==> src/rtl/ram_bus_bridge_if.sv <==
// ---------------------------------------------------------------------------
// ram_bus_bridge_if
// PicoRV32 native memory bus, as seen between the CPU core and the RAM bridge.
//
// Signals:
//   mem_valid  CPU request valid
//   mem_addr   CPU byte address
//   mem_wdata  CPU write data
//   mem_wstrb  byte strobes, 4'b0000 means read
//   mem_ready  one-cycle completion pulse
//   mem_rdata  read data, valid while mem_ready is high
//
// Modports:
//   master  CPU side (drives the request, samples the response)
//   slave   bridge side (samples the request, drives the response)
// ---------------------------------------------------------------------------
interface ram_bus_bridge_if;
  logic        mem_valid;
  logic [31:0] mem_addr;
  logic [31:0] mem_wdata;
  logic [3:0]  mem_wstrb;
  logic        mem_ready;
  logic [31:0] mem_rdata;

  modport master (
    output mem_valid,
    output mem_addr,
    output mem_wdata,
    output mem_wstrb,
    input  mem_ready,
    input  mem_rdata
  );

  modport slave (
    input  mem_valid,
    input  mem_addr,
    input  mem_wdata,
    input  mem_wstrb,
    output mem_ready,
    output mem_rdata
  );
endinterface

==> src/rtl/ram_bus_bridge.sv <==
// ---------------------------------------------------------------------------
// ram_bus_bridge
// Connects the PicoRV32 native memory bus to a word-wide on-chip RAM that has
// a single write port and no byte enables. Reads complete one cycle after
// acceptance. Every store (including full-word stores) goes through a
// read-modify-write: the old word is read combinationally while the request is
// accepted, merged with the strobed bytes, and written back in the next cycle.
//
// Optional feature (macro RAM_BRIDGE_OOR_EN):
//   When defined, a window hit whose word index is >= DEPTH_WORDS is answered
//   without touching the RAM (read data 0) and sets the sticky oor_err flag.
//   When undefined, every index goes to the RAM and oor_err is tied to 0.
//
// Parameters:
//   BASE_ADDR    window base; only bits [31:ADDR_BITS] are compared
//   ADDR_BITS    byte-address width of the RAM window
//   DEPTH_WORDS  physically backed words (range check only)
//
// Ports:
//   clk          clock, rising edge
//   rst          synchronous active-high reset
//   bus          CPU memory bus (slave modport)
//   ram_wen      RAM write enable
//   ram_address  RAM byte address, bits [1:0] always 0
//   ram_wdata    RAM write word
//   ram_rdata    RAM combinational read data
//   oor_err      sticky out-of-range flag
// ---------------------------------------------------------------------------
module ram_bus_bridge #(
  parameter logic [31:0] BASE_ADDR   = 32'h0000_0000,
  parameter int          ADDR_BITS   = 12,
  parameter int          DEPTH_WORDS = 512
) (
  input  logic                 clk,
  input  logic                 rst,
  ram_bus_bridge_if.slave      bus,
  output logic                 ram_wen,
  output logic [ADDR_BITS-1:0] ram_address,
  output logic [31:0]          ram_wdata,
  input  logic [31:0]          ram_rdata,
  output logic                 oor_err
);

  localparam int IDX_BITS = ADDR_BITS - 2;

  typedef enum logic [1:0] {
    ST_IDLE  = 2'd0,
    ST_WRITE = 2'd1,
    ST_ACK   = 2'd2
  } state_t;

  state_t              state_r;
  state_t              state_nxt_s;

  logic                hit_s;
  logic                oor_s;
  logic [IDX_BITS-1:0] idx_s;
  logic                accept_rd_s;
  logic                accept_wr_s;
  logic                accept_oor_s;

  logic [IDX_BITS-1:0] addr_q_r;
  logic [31:0]         wq_r;
  logic [31:0]         mem_rdata_r;
  logic                mem_ready_r;

  // Byte-wise merge of the CPU store data into the current RAM word.
  function automatic logic [31:0] merge_word(
    input logic [31:0] new_word,
    input logic [31:0] old_word,
    input logic [3:0]  strb
  );
    logic [31:0] res;
    res = 32'h0000_0000;
    for (int i = 0; i < 4; i++) begin
      res[8*i +: 8] = strb[i] ? new_word[8*i +: 8] : old_word[8*i +: 8];
    end
    return res;
  endfunction

  // Window decode; address bits above ADDR_BITS take part only here.
  assign hit_s = bus.mem_valid &&
                 (bus.mem_addr[31:ADDR_BITS] == BASE_ADDR[31:ADDR_BITS]);
  assign idx_s = bus.mem_addr[ADDR_BITS-1:2];

`ifdef RAM_BRIDGE_OOR_EN
  assign oor_s = ({{(32-IDX_BITS){1'b0}}, idx_s} >= 32'(DEPTH_WORDS));

  logic unused_s;
  assign unused_s = ^{bus.mem_addr[1:0]};
`else
  assign oor_s = 1'b0;

  // DEPTH_WORDS only matters for the range check.
  logic unused_s;
  assign unused_s = ^{bus.mem_addr[1:0], 32'(DEPTH_WORDS)};
`endif

  // State register.
  always_ff @(posedge clk) begin
    if (rst) begin
      state_r <= ST_IDLE;
    end else begin
      state_r <= state_nxt_s;
    end
  end

  // Next-state decode and request acceptance; hits are only looked at in IDLE.
  always_comb begin
    state_nxt_s  = state_r;
    accept_rd_s  = 1'b0;
    accept_wr_s  = 1'b0;
    accept_oor_s = 1'b0;
    case (state_r)
      ST_IDLE: begin
        if (hit_s) begin
          if (oor_s) begin
            accept_oor_s = 1'b1;
            state_nxt_s  = ST_ACK;
          end else if (bus.mem_wstrb == 4'b0000) begin
            accept_rd_s  = 1'b1;
            state_nxt_s  = ST_ACK;
          end else begin
            accept_wr_s  = 1'b1;
            state_nxt_s  = ST_WRITE;
          end
        end else begin
          state_nxt_s = ST_IDLE;
        end
      end
      ST_WRITE: begin
        state_nxt_s = ST_ACK;
      end
      ST_ACK: begin
        state_nxt_s = ST_IDLE;
      end
      default: begin
        state_nxt_s = ST_IDLE;
      end
    endcase
  end

  // RAM address mux: live CPU address in IDLE so the read/merge source is
  // available in the accept cycle, latched word address afterwards.
  always_comb begin
    ram_address = {addr_q_r, 2'b00};
    case (state_r)
      ST_IDLE: begin
        ram_address = {idx_s, 2'b00};
      end
      ST_WRITE: begin
        ram_address = {addr_q_r, 2'b00};
      end
      ST_ACK: begin
        ram_address = {addr_q_r, 2'b00};
      end
      default: begin
        ram_address = {addr_q_r, 2'b00};
      end
    endcase
  end

  // The write strobe is gated by rst so a reset during WRITE never corrupts
  // the target word.
  assign ram_wen   = (state_r == ST_WRITE) && !rst;
  assign ram_wdata = wq_r;

  // Request capture: word address, merged store word, read data and the
  // completion pulse (high exactly in the ACK cycle).
  always_ff @(posedge clk) begin
    if (rst) begin
      mem_ready_r <= 1'b0;
      mem_rdata_r <= 32'h0000_0000;
      wq_r        <= 32'h0000_0000;
      addr_q_r    <= {IDX_BITS{1'b0}};
    end else begin
      mem_ready_r <= (state_nxt_s == ST_ACK);
      if (accept_rd_s || accept_wr_s || accept_oor_s) begin
        addr_q_r <= idx_s;
      end
      if (accept_rd_s) begin
        mem_rdata_r <= ram_rdata;
      end else if (accept_oor_s) begin
        mem_rdata_r <= 32'h0000_0000;
      end
      if (accept_wr_s) begin
        wq_r <= merge_word(bus.mem_wdata, ram_rdata, bus.mem_wstrb);
      end
    end
  end

  assign bus.mem_ready = mem_ready_r;
  assign bus.mem_rdata = mem_rdata_r;

`ifdef RAM_BRIDGE_OOR_EN
  logic oor_err_r;

  // Sticky out-of-range flag, cleared only by reset.
  always_ff @(posedge clk) begin
    if (rst) begin
      oor_err_r <= 1'b0;
    end else if (accept_oor_s) begin
      oor_err_r <= 1'b1;
    end
  end

  assign oor_err = oor_err_r;
`else
  assign oor_err = 1'b0;
`endif

endmodule

==> src/flat_wrapper.sv <==
// flat-port wrapper written by rule: the top's interface ports become plain ports
module ram_bus_bridge_flat 
#(
  parameter logic [31:0] BASE_ADDR   = 32'h0000_0000,
  parameter int          ADDR_BITS   = 12,
  parameter int          DEPTH_WORDS = 512
)
  (clk, rst, ram_wen, ram_address, ram_wdata, ram_rdata, oor_err, bus_mem_valid, bus_mem_addr, bus_mem_wdata, bus_mem_wstrb, bus_mem_ready, bus_mem_rdata);
  ram_bus_bridge_if bus_i ();
  input  logic clk;
  input  logic rst;
  output logic ram_wen;
  output logic [ADDR_BITS-1:0] ram_address;
  output logic [31:0] ram_wdata;
  input  logic [31:0] ram_rdata;
  output logic oor_err;
  input wire logic [$bits(bus_i.mem_valid)-1:0] bus_mem_valid;
  input wire logic [$bits(bus_i.mem_addr)-1:0] bus_mem_addr;
  input wire logic [$bits(bus_i.mem_wdata)-1:0] bus_mem_wdata;
  input wire logic [$bits(bus_i.mem_wstrb)-1:0] bus_mem_wstrb;
  output wire logic [$bits(bus_i.mem_ready)-1:0] bus_mem_ready;
  output wire logic [$bits(bus_i.mem_rdata)-1:0] bus_mem_rdata;
  assign bus_i.mem_valid = bus_mem_valid;
  assign bus_i.mem_addr = bus_mem_addr;
  assign bus_i.mem_wdata = bus_mem_wdata;
  assign bus_i.mem_wstrb = bus_mem_wstrb;
  assign bus_mem_ready = bus_i.mem_ready;
  assign bus_mem_rdata = bus_i.mem_rdata;
  ram_bus_bridge #(.BASE_ADDR(BASE_ADDR), .ADDR_BITS(ADDR_BITS), .DEPTH_WORDS(DEPTH_WORDS)) u_core (.clk(clk), .rst(rst), .bus(bus_i), .ram_wen(ram_wen), .ram_address(ram_address), .ram_wdata(ram_wdata), .ram_rdata(ram_rdata), .oor_err(oor_err));
endmodule
==> config.mk <==
export PLATFORM = sky130hd
export DESIGN_NAME = ram_bus_bridge_flat
export DESIGN_NICKNAME = d
export VERILOG_FILES = /design/src/rtl/ram_bus_bridge_if.sv /design/src/rtl/ram_bus_bridge.sv /design/src/flat_wrapper.sv
export SDC_FILE = /design/constraint.sdc
export NUM_CORES = 1
export LEC_CHECK = 0
export ABC_CLOCK_PERIOD_IN_PS = 2000
export BUFFER_PORTS_ARGS = -buffer_cell sky130_fd_sc_hd__buf_2
export CORE_UTILIZATION = 30
export CTS_CLUSTER_DIAMETER = 30
export DETAILED_ROUTE_END_ITERATION = 12
export GPL_ROUTABILITY_DRIVEN = 0
export PLACE_DENSITY = 0.53
export RECOVER_POWER = 50
export SETUP_SLACK_MARGIN = 0.02
export SYNTH_ARGS = -nofsm -noshare
export SYNTH_HDL_FRONTEND = slang
export SYNTH_SLANG_ARGS = --single-unit
==> constraint.sdc <==
create_clock -name clk -period 2 [get_ports clk]
set_input_delay 0.2 -clock clk [delete_from_list [all_inputs] [get_ports clk]]
set_output_delay 0.2 -clock clk [all_outputs]
set_load 0.005 [all_outputs]
==> impl_results.md, run 1 <==
- Status: finished clean
- Crit path cell chain: buf_2 > nor4_1 > nand4_1 > clkbuf_2 > o21ai_0 > a21oi_1
- # hold bufs at CTS: 0
- DRC Markers: 0
- Crit-path slowest cell: clkbuf_2
- FF+latch count, synth: 77
- Die Outline Area: between 0.01 and 0.015 mm^2
- Startpoint types: primary input
- Max Buffers Root-to-Sink: 2
- Fin cells: 686
- Post-CTS Setup Bufs: 0
- P_int: 2.67 mW
- ANT nets after route: 0
- Sw Share: 22.4%
- Cell variety after synth: 25
- GRT Total Usage: 19.7%
- Dpl cells: 670
- Setup ws final: 0.248 ns
- Gate power share: 8.0%
- Vias in the first global route: roughly 3,400
- Type of the worst min-delay path: primary input to flip-flop
- CTS root buf: clkbuf_16
- DRT Pass-1 Iters: 4
- Synth Area per Inst: 9.15 um^2
- Netlist Area Pre-Place: 0.00348 mm^2
- Yosys warnings: 0
- Rows: 38
- Crit path largest cell delay: 0.60 ns
- Final HPWL DP: 8.18 mm
- CTS tree: yes
- Setup_tns: 0 ns
- First-pass GRT wire length: 18.0 mm
- Slew @ Worst Pin: approximately 0.9 ns
- Largest net degree at the start of global routing: 76
- PD cells: 720 mW/mm^2
- Fraction of layout instances using a drive strength above 1: between 30% and 40%
- Seq pwr share: roughly 45%
- Clock Skew: 0.00634 ns
- Fin crit share: 87.6%
- Cells after Synth: 380
- Clock Latency Late Sink: roughly 0.33 ns
- Die height: 110 um
- Via Count: approximately 3,700
- Gr ovfl total: 0
- ANT cells: 0
- Layout area overhead: 37.4%
- TritonCTS Buffers: 9
- Setup violators final: 0
- Clock sinks: 77
- Clock network power share: between 40% and 50%
- Sequential area share after synthesis: approximately 44%
- Crit-path leading delay family: buffers and inverters
- Leak Pwr: 1.85 nW
- Clock Pin Slew Worst Setup and Hold Paths: approximately 0.060 ns
- Post-DP Area: ~0.0045 mm^2
- Antenna violations before repair: 0
- Sw Pwr: 772 uW
- Final Cell Area: between 0.004 and 0.005 mm^2
- WL final: 11.8 mm
- Post-CTS sizing: 0
- H-tree levels: 3
- Slew margin rel.: 39.3%
- Min Hold Slack: 0.129 ns
- Chip Width: 110 um
- Core region area: 0.0111 mm^2
- Detailed Route Iter0 Violations: a little over 200
- RSZ-0062 raised after global routing: false
- Fin. max-slew vios: 0
- Highest Clock Rate: 0.571 GHz
- Worst vdd ir: about 0.35 mV
- Final min period: 1.75 ns
- CP Buf/Inv Count: 2
- Routed len/inst: 17.2 um
- Number of I/O pins: 182
- Max_cap viols: 0
- Nets@finish: around 640
- Worst-path maximum fanout: 43
- Critical path endpoint category: flip-flop
- Worst Path Arrival: 1.96 ns
- Worst slack, placed: about 0.19 ns
- Drt via density: 5.40
- Crit Path Class: primary input to flip-flop
- Hold Vio Cnt, Final: 0
- Initial core utilization: 31.4%
- PortBufs: 176
- CP required: between 2 and 2.5 ns
## area by class of cell
cell class                      count  area, um^2
Timing Repair Buffer              198        1050
Clock inverter                      4        47.5
Multi-Input combinational cell    255        1720
Fill cell                        1141        6300
Tap cell                          140         175
Sequential cell                    77        1540
Clock buffer                       12         246
## layout by cell type (no fill, tap or decap), drive strengths merged, types with 7 or more instances in the layout
cell type	n
buf	152
mux2	10
nand3	11
mux2i	32
a21oi	42
nor4	7
dfxtp	77
a31oi	33
clkbuf	58
o21ai	42
a211oi	32
nand4	33
## power by group through the flow
stage / combinational, mW / sequential, mW / clock (mW)
after floorplan: 0.119 / 1.57 / 0
after global placement: 0.275 / 1.57 / 0
after detailed placement: 0.277 / 1.57 / 0
after CTS: 0.278 / 1.53 / 1.66
after global routing: 0.302 / 1.53 / 1.74
final: 0.276 / 1.53 / 1.63
## worst paths after layout
kind	from	slack (ns)	cells past startpoint	end
worst min register to register	u_core.addr_q_r[2]$_SDFFE_PP0P_	0.47	2	u_core.addr_q_r[2]$_SDFFE_PP0P_
worst max-delay path	bus_mem_addr[27]	0.25	6	u_core.addr_q_r[0]$_SDFFE_PP0P_
worst max register to register	u_core.state_r[0]$_SDFF_PP0_	0.32	5	u_core.ram_wdata[30]$_SDFFE_PP0P_
worst min-delay path	bus_mem_addr[3]	0.13	3	u_core.addr_q_r[1]$_SDFFE_PP0P_
## cells in the mapped netlist (all sizes together)
cell	n	area [um^2]
nor2	1	3.75
a21oi	42	210
nand4	33	206
a31oi	33	206
a211oi	32	240
mux2	10	113
nor3b	2	15.0
conb	1	3.75
nor4	7	71.3
buf	31	163
clkbuf	19	71.3
nor3	3	20.0
and4	1	8.76
or4	1	7.51
nand2	1	3.75
and2	1	6.26
nand3	11	55.1
o21ai	42	210
dfxtp	77	1540
mux2i	32	320
## tightest hold or removal path, delay by kind of cell
family                 cells  cell delay (ns)
and+or+nand+nor            1             0.06
buffers and inverters      1             0.11
AOI/OAI and AO/OA          1             0.05
## logic make-up after synthesis
logic type             after synthesis  synth area share [%]
other                                1                 0.108
multiplexers                        42                  12.5
AND/OR/NAND/NOR                     61                  11.4
buffers and inverters               50                  6.73
flip-flops                          77                  44.3
AO/OA/AOI/OAI                      149                  24.9
## sequential cells by signal, summed over array words and instances, names as in the netlist
signal and flops:
u_core.ram_wdata 32, u_core.state_r 2, u_core.addr_q_r 10, u_core.bus.mem_ready 1, u_core.bus.mem_rdata 32
## per-stage QoR
| stage | utilization [%] | power, mW |
|---|---|---|
| floorplan | - | 1.69 |
| global placement | 41.0 | 1.84 |
| detailed placement | 41.0 | 1.84 |
| CTS | 43.7 | 3.48 |
| global route | 43.1 | 3.57 |
| finish | 43.1 | 3.44 |
## metal layers
layer	part of all wire (%)	global-route usage [%]	wire (um)	vias to the layer above
li1	-	-	-	1789
met2	45	31.2	5300	143
met3	6.0	3.02	706	20
met5	0	0	0	-
met4	2.4	9.81	283	0
met1	47	26.0	5530	1755
Note: power is estimated with default switching activity, not from simulation.
==> inputs of run 2 (changes only) <==
Settings changed: CORE_UTILIZATION 30 to 45, PLACE_DENSITY 0.53 to 0.76.
==> run 2 against run 1 <==
Against the previous run: flip-flop and latch count did not move; power is 13% lower; non-clock buffer count down 1; core utilization up 19 points; register-to-register slack worse by 0.08 ns; critical path type is now flip-flop to flip-flop.
==> impl_results.md, run 2 (synthesized netlist as in run 1, its figures left out) <==
- Status: finished clean
- Top layer reached by signal wires: met4
- Setup ws final: 0.244 ns (-0.00336 ns)
- Clock Latency Late Sink: 0.33 ns (about the same)
- H-tree levels: 3 (unchanged)
- Max Buffers Root-to-Sink: 2 (unchanged)
- Post-CTS sizing: 0 (unchanged)
- Critical path endpoint category: flip-flop
- Hold Vio Cnt, Final: 0 (unchanged)
- Via Count: 3,771 (+1.7%)
- Drt via density: 5.86 (+8.4%)
- Fin cells: 644 (-6.1%)
- CTS tree: yes
- Gr ovfl total: 0 (unchanged)
- Reg-to-reg setup timing slack: 0.24 ns (-0.08 ns)
- Number of I/O pins: 182 (unchanged)
- Vias in the first global route: 3,652 (+5.9%)
- Crit path largest cell delay: 0.42 ns (-0.18 ns)
- Filler cells: 661 (-42%)
- RSZ-0062 raised after global routing: false
- Fraction of layout instances using a drive strength above 1: 35.6% (+2.3 points)
- Clock sinks: 77 (unchanged)
- Core region area: 0.00737 mm^2 (-33%)
- Clock Pin Slew Worst Setup and Hold Paths: 0.08 ns (+0.02 ns)
- PortBufs: 176 (unchanged)
- CP Buf/Inv Count: 1 (-1)
- Largest net degree at the start of global routing: 76 (unchanged)
- Type of the worst min-delay path: primary input to flip-flop
- Sw Pwr: 681 uW (-12%)
- Die Outline Area: 0.00808 mm^2 (-33%)
- Worst vdd ir: 0.381 mV (+11%)
- CP required: 2.24 ns (+0.03 ns)
- Met2 wire length: 5.18 mm (-2.4%)
- Detailed Route Iter0 Violations: 175 (-13%)
- Antenna violations before repair: 0 (unchanged)
- Worst slack, placed: 0.249 ns (+0.0573 ns)
- Chip Width: 89.9 um (-18%)
- Post-CTS Setup Bufs: 0 (unchanged)
- ANT nets after route: 0 (unchanged)
- Routed len/inst: 16.6 um (-3.8%)
- Reg2reg path depth: 5 (unchanged)
- ANT cells: 0 (unchanged)
- Initial core utilization: 47.2% (+16 points)
- WL final: 10.7 mm (-9.7%)
- Layout area overhead: 32.4%
- DRT Pass-1 Iters: 4 (unchanged)
- Highest Clock Rate: 0.570 GHz (-0.19%)
- Startpoint types: flip-flop
- Slew margin rel.: 66.9% (+28 points)
- Crit path cell chain: nor4_1 > and2_2 > buf_12 > a31oi_1 > a211oi_1
- Max_cap viols: 0 (unchanged)
- Rows: 31 (-18%)
- Nets@finish: 643 (-0.16%)
- PnR Total Power: 2.99 mW (-13%)
- Crit-path slowest cell: nor4_1
- Fin crit share: 87.8% (+0.17 points)
- PD cells: 649 mW/mm^2 (-9.8%)
- CP Depth: 5 (-1)
- Most common cell after layout, fill and taps aside: buf_2
- Final min period: 1.76 ns (+0.00336 ns)
- Setup violators final: 0 (unchanged)
- Clock network power share: 39.9% (-7.5 points)
- Post-DP Area: 0.00445 mm^2 (-2.1%)
- Final HPWL DP: 7.41 mm (-9.4%)
- P_int: 2.31 mW (-13%)
- Commonest non-fill, non-tap cells in the layout: 144 x buf_2, 77 x dfxtp_1, 42 x a21oi_1
- Fin. max-slew vios: 0 (unchanged)
- Gate power share: 8.8% (+0.8 points)
- TritonCTS Buffers: 9 (unchanged)
- WHS Path Cells: 3 (unchanged)
- Final Cell Area: 0.00460 mm^2 (-3.6%)
- Sw Share: 22.8% (+0.33 points)
- Leak Pwr: 1.86 nW (+0.37%)
- Metal1 wirelength: 4.54 mm (-18%)
- Worst-path maximum fanout: 52 (+21%)
- Die height: 89.9 um (-18%)
- Crit Path Class: flip-flop to flip-flop
- Slew @ Worst Pin: 0.493 ns (-0.418 ns)
- CTS root buf: clkbuf_8
- GRT Total Usage: 25.9% (+6.2 points)
- Fin util: 62.5% (+19 points)
- Crit-path leading delay family: simple AND/OR/NAND/NOR gates
- Worst Path Arrival: 2.00 ns (+0.04 ns)
- Setup_tns: 0 ns (unchanged)
- DRC Markers: 0 (unchanged)
- First-pass GRT wire length: 17.3 mm (-4.3%)
- Seq pwr share: 51.3% (+6.7 points)
- Dpl cells: 628 (-6.3%)
- # hold bufs at CTS: 0 (unchanged)
- Clock Skew: 0.0101 ns (+0.00381 ns)
- Met3 Routed Length: 731 um (+3.5%)
- Min Hold Slack: 0.121 ns (-0.00799 ns)
run 2: path summary, 6_finish.rpt:
path / startpoint / end
worst min-delay path: bus_mem_addr[10] / u_core.addr_q_r[8]$_SDFFE_PP0P_
worst max-delay path: u_core.state_r[0]$_SDFF_PP0_ / u_core.ram_wdata[9]$_SDFFE_PP0P_
worst max register to register: u_core.state_r[0]$_SDFF_PP0_ / u_core.ram_wdata[9]$_SDFFE_PP0P_
worst min register to register: u_core.addr_q_r[6]$_SDFFE_PP0P_ / u_core.addr_q_r[6]$_SDFFE_PP0P_
run 2: power by group through the flow:
| stage | clock network [mW] | logic [mW] | registers, mW |
|---|---|---|---|
| 2_1_floorplan | 0 | 0.119 | 1.57 |
| 3_3_place_gp | 0 | 0.259 | 1.57 |
| 3_5_place_dp | 0 | 0.263 | 1.57 |
| 4_1_cts | 1.22 | 0.264 | 1.53 |
| 5_1_grt | 1.28 | 0.287 | 1.53 |
| 6_report | 1.19 | 0.264 | 1.53 |
run 2: cell type report:
type                    instances  area, um^2  share of cell area [%]
multi-input cells             255        1710                    37.2
flip-flops and latches         77        1540                    33.5
repair buffers                197        1020                    22.2
clock buffers                  13         159                    3.45
well taps                      99         124                    2.69
clock inverters                 3        43.8                   0.951
run 2: worst min-delay path, delay by kind of cell:
kind | cells | cell delay, ns
and+or+nand+nor | 1 | 0.06
buffers and inverters | 1 | 0.10
AOI/OAI and AO/OA | 1 | 0.05
run 2: layer usage:
| layer | vias up | global-route usage [%] |
|---|---|---|
| li1 | 1783 | - |
| met1 | 1797 | 33.1 |
| met2 | 166 | 43.1 |
| met3 | 25 | 4.91 |
| met4 | 0 | 10.3 |
| met5 | - | 0 |
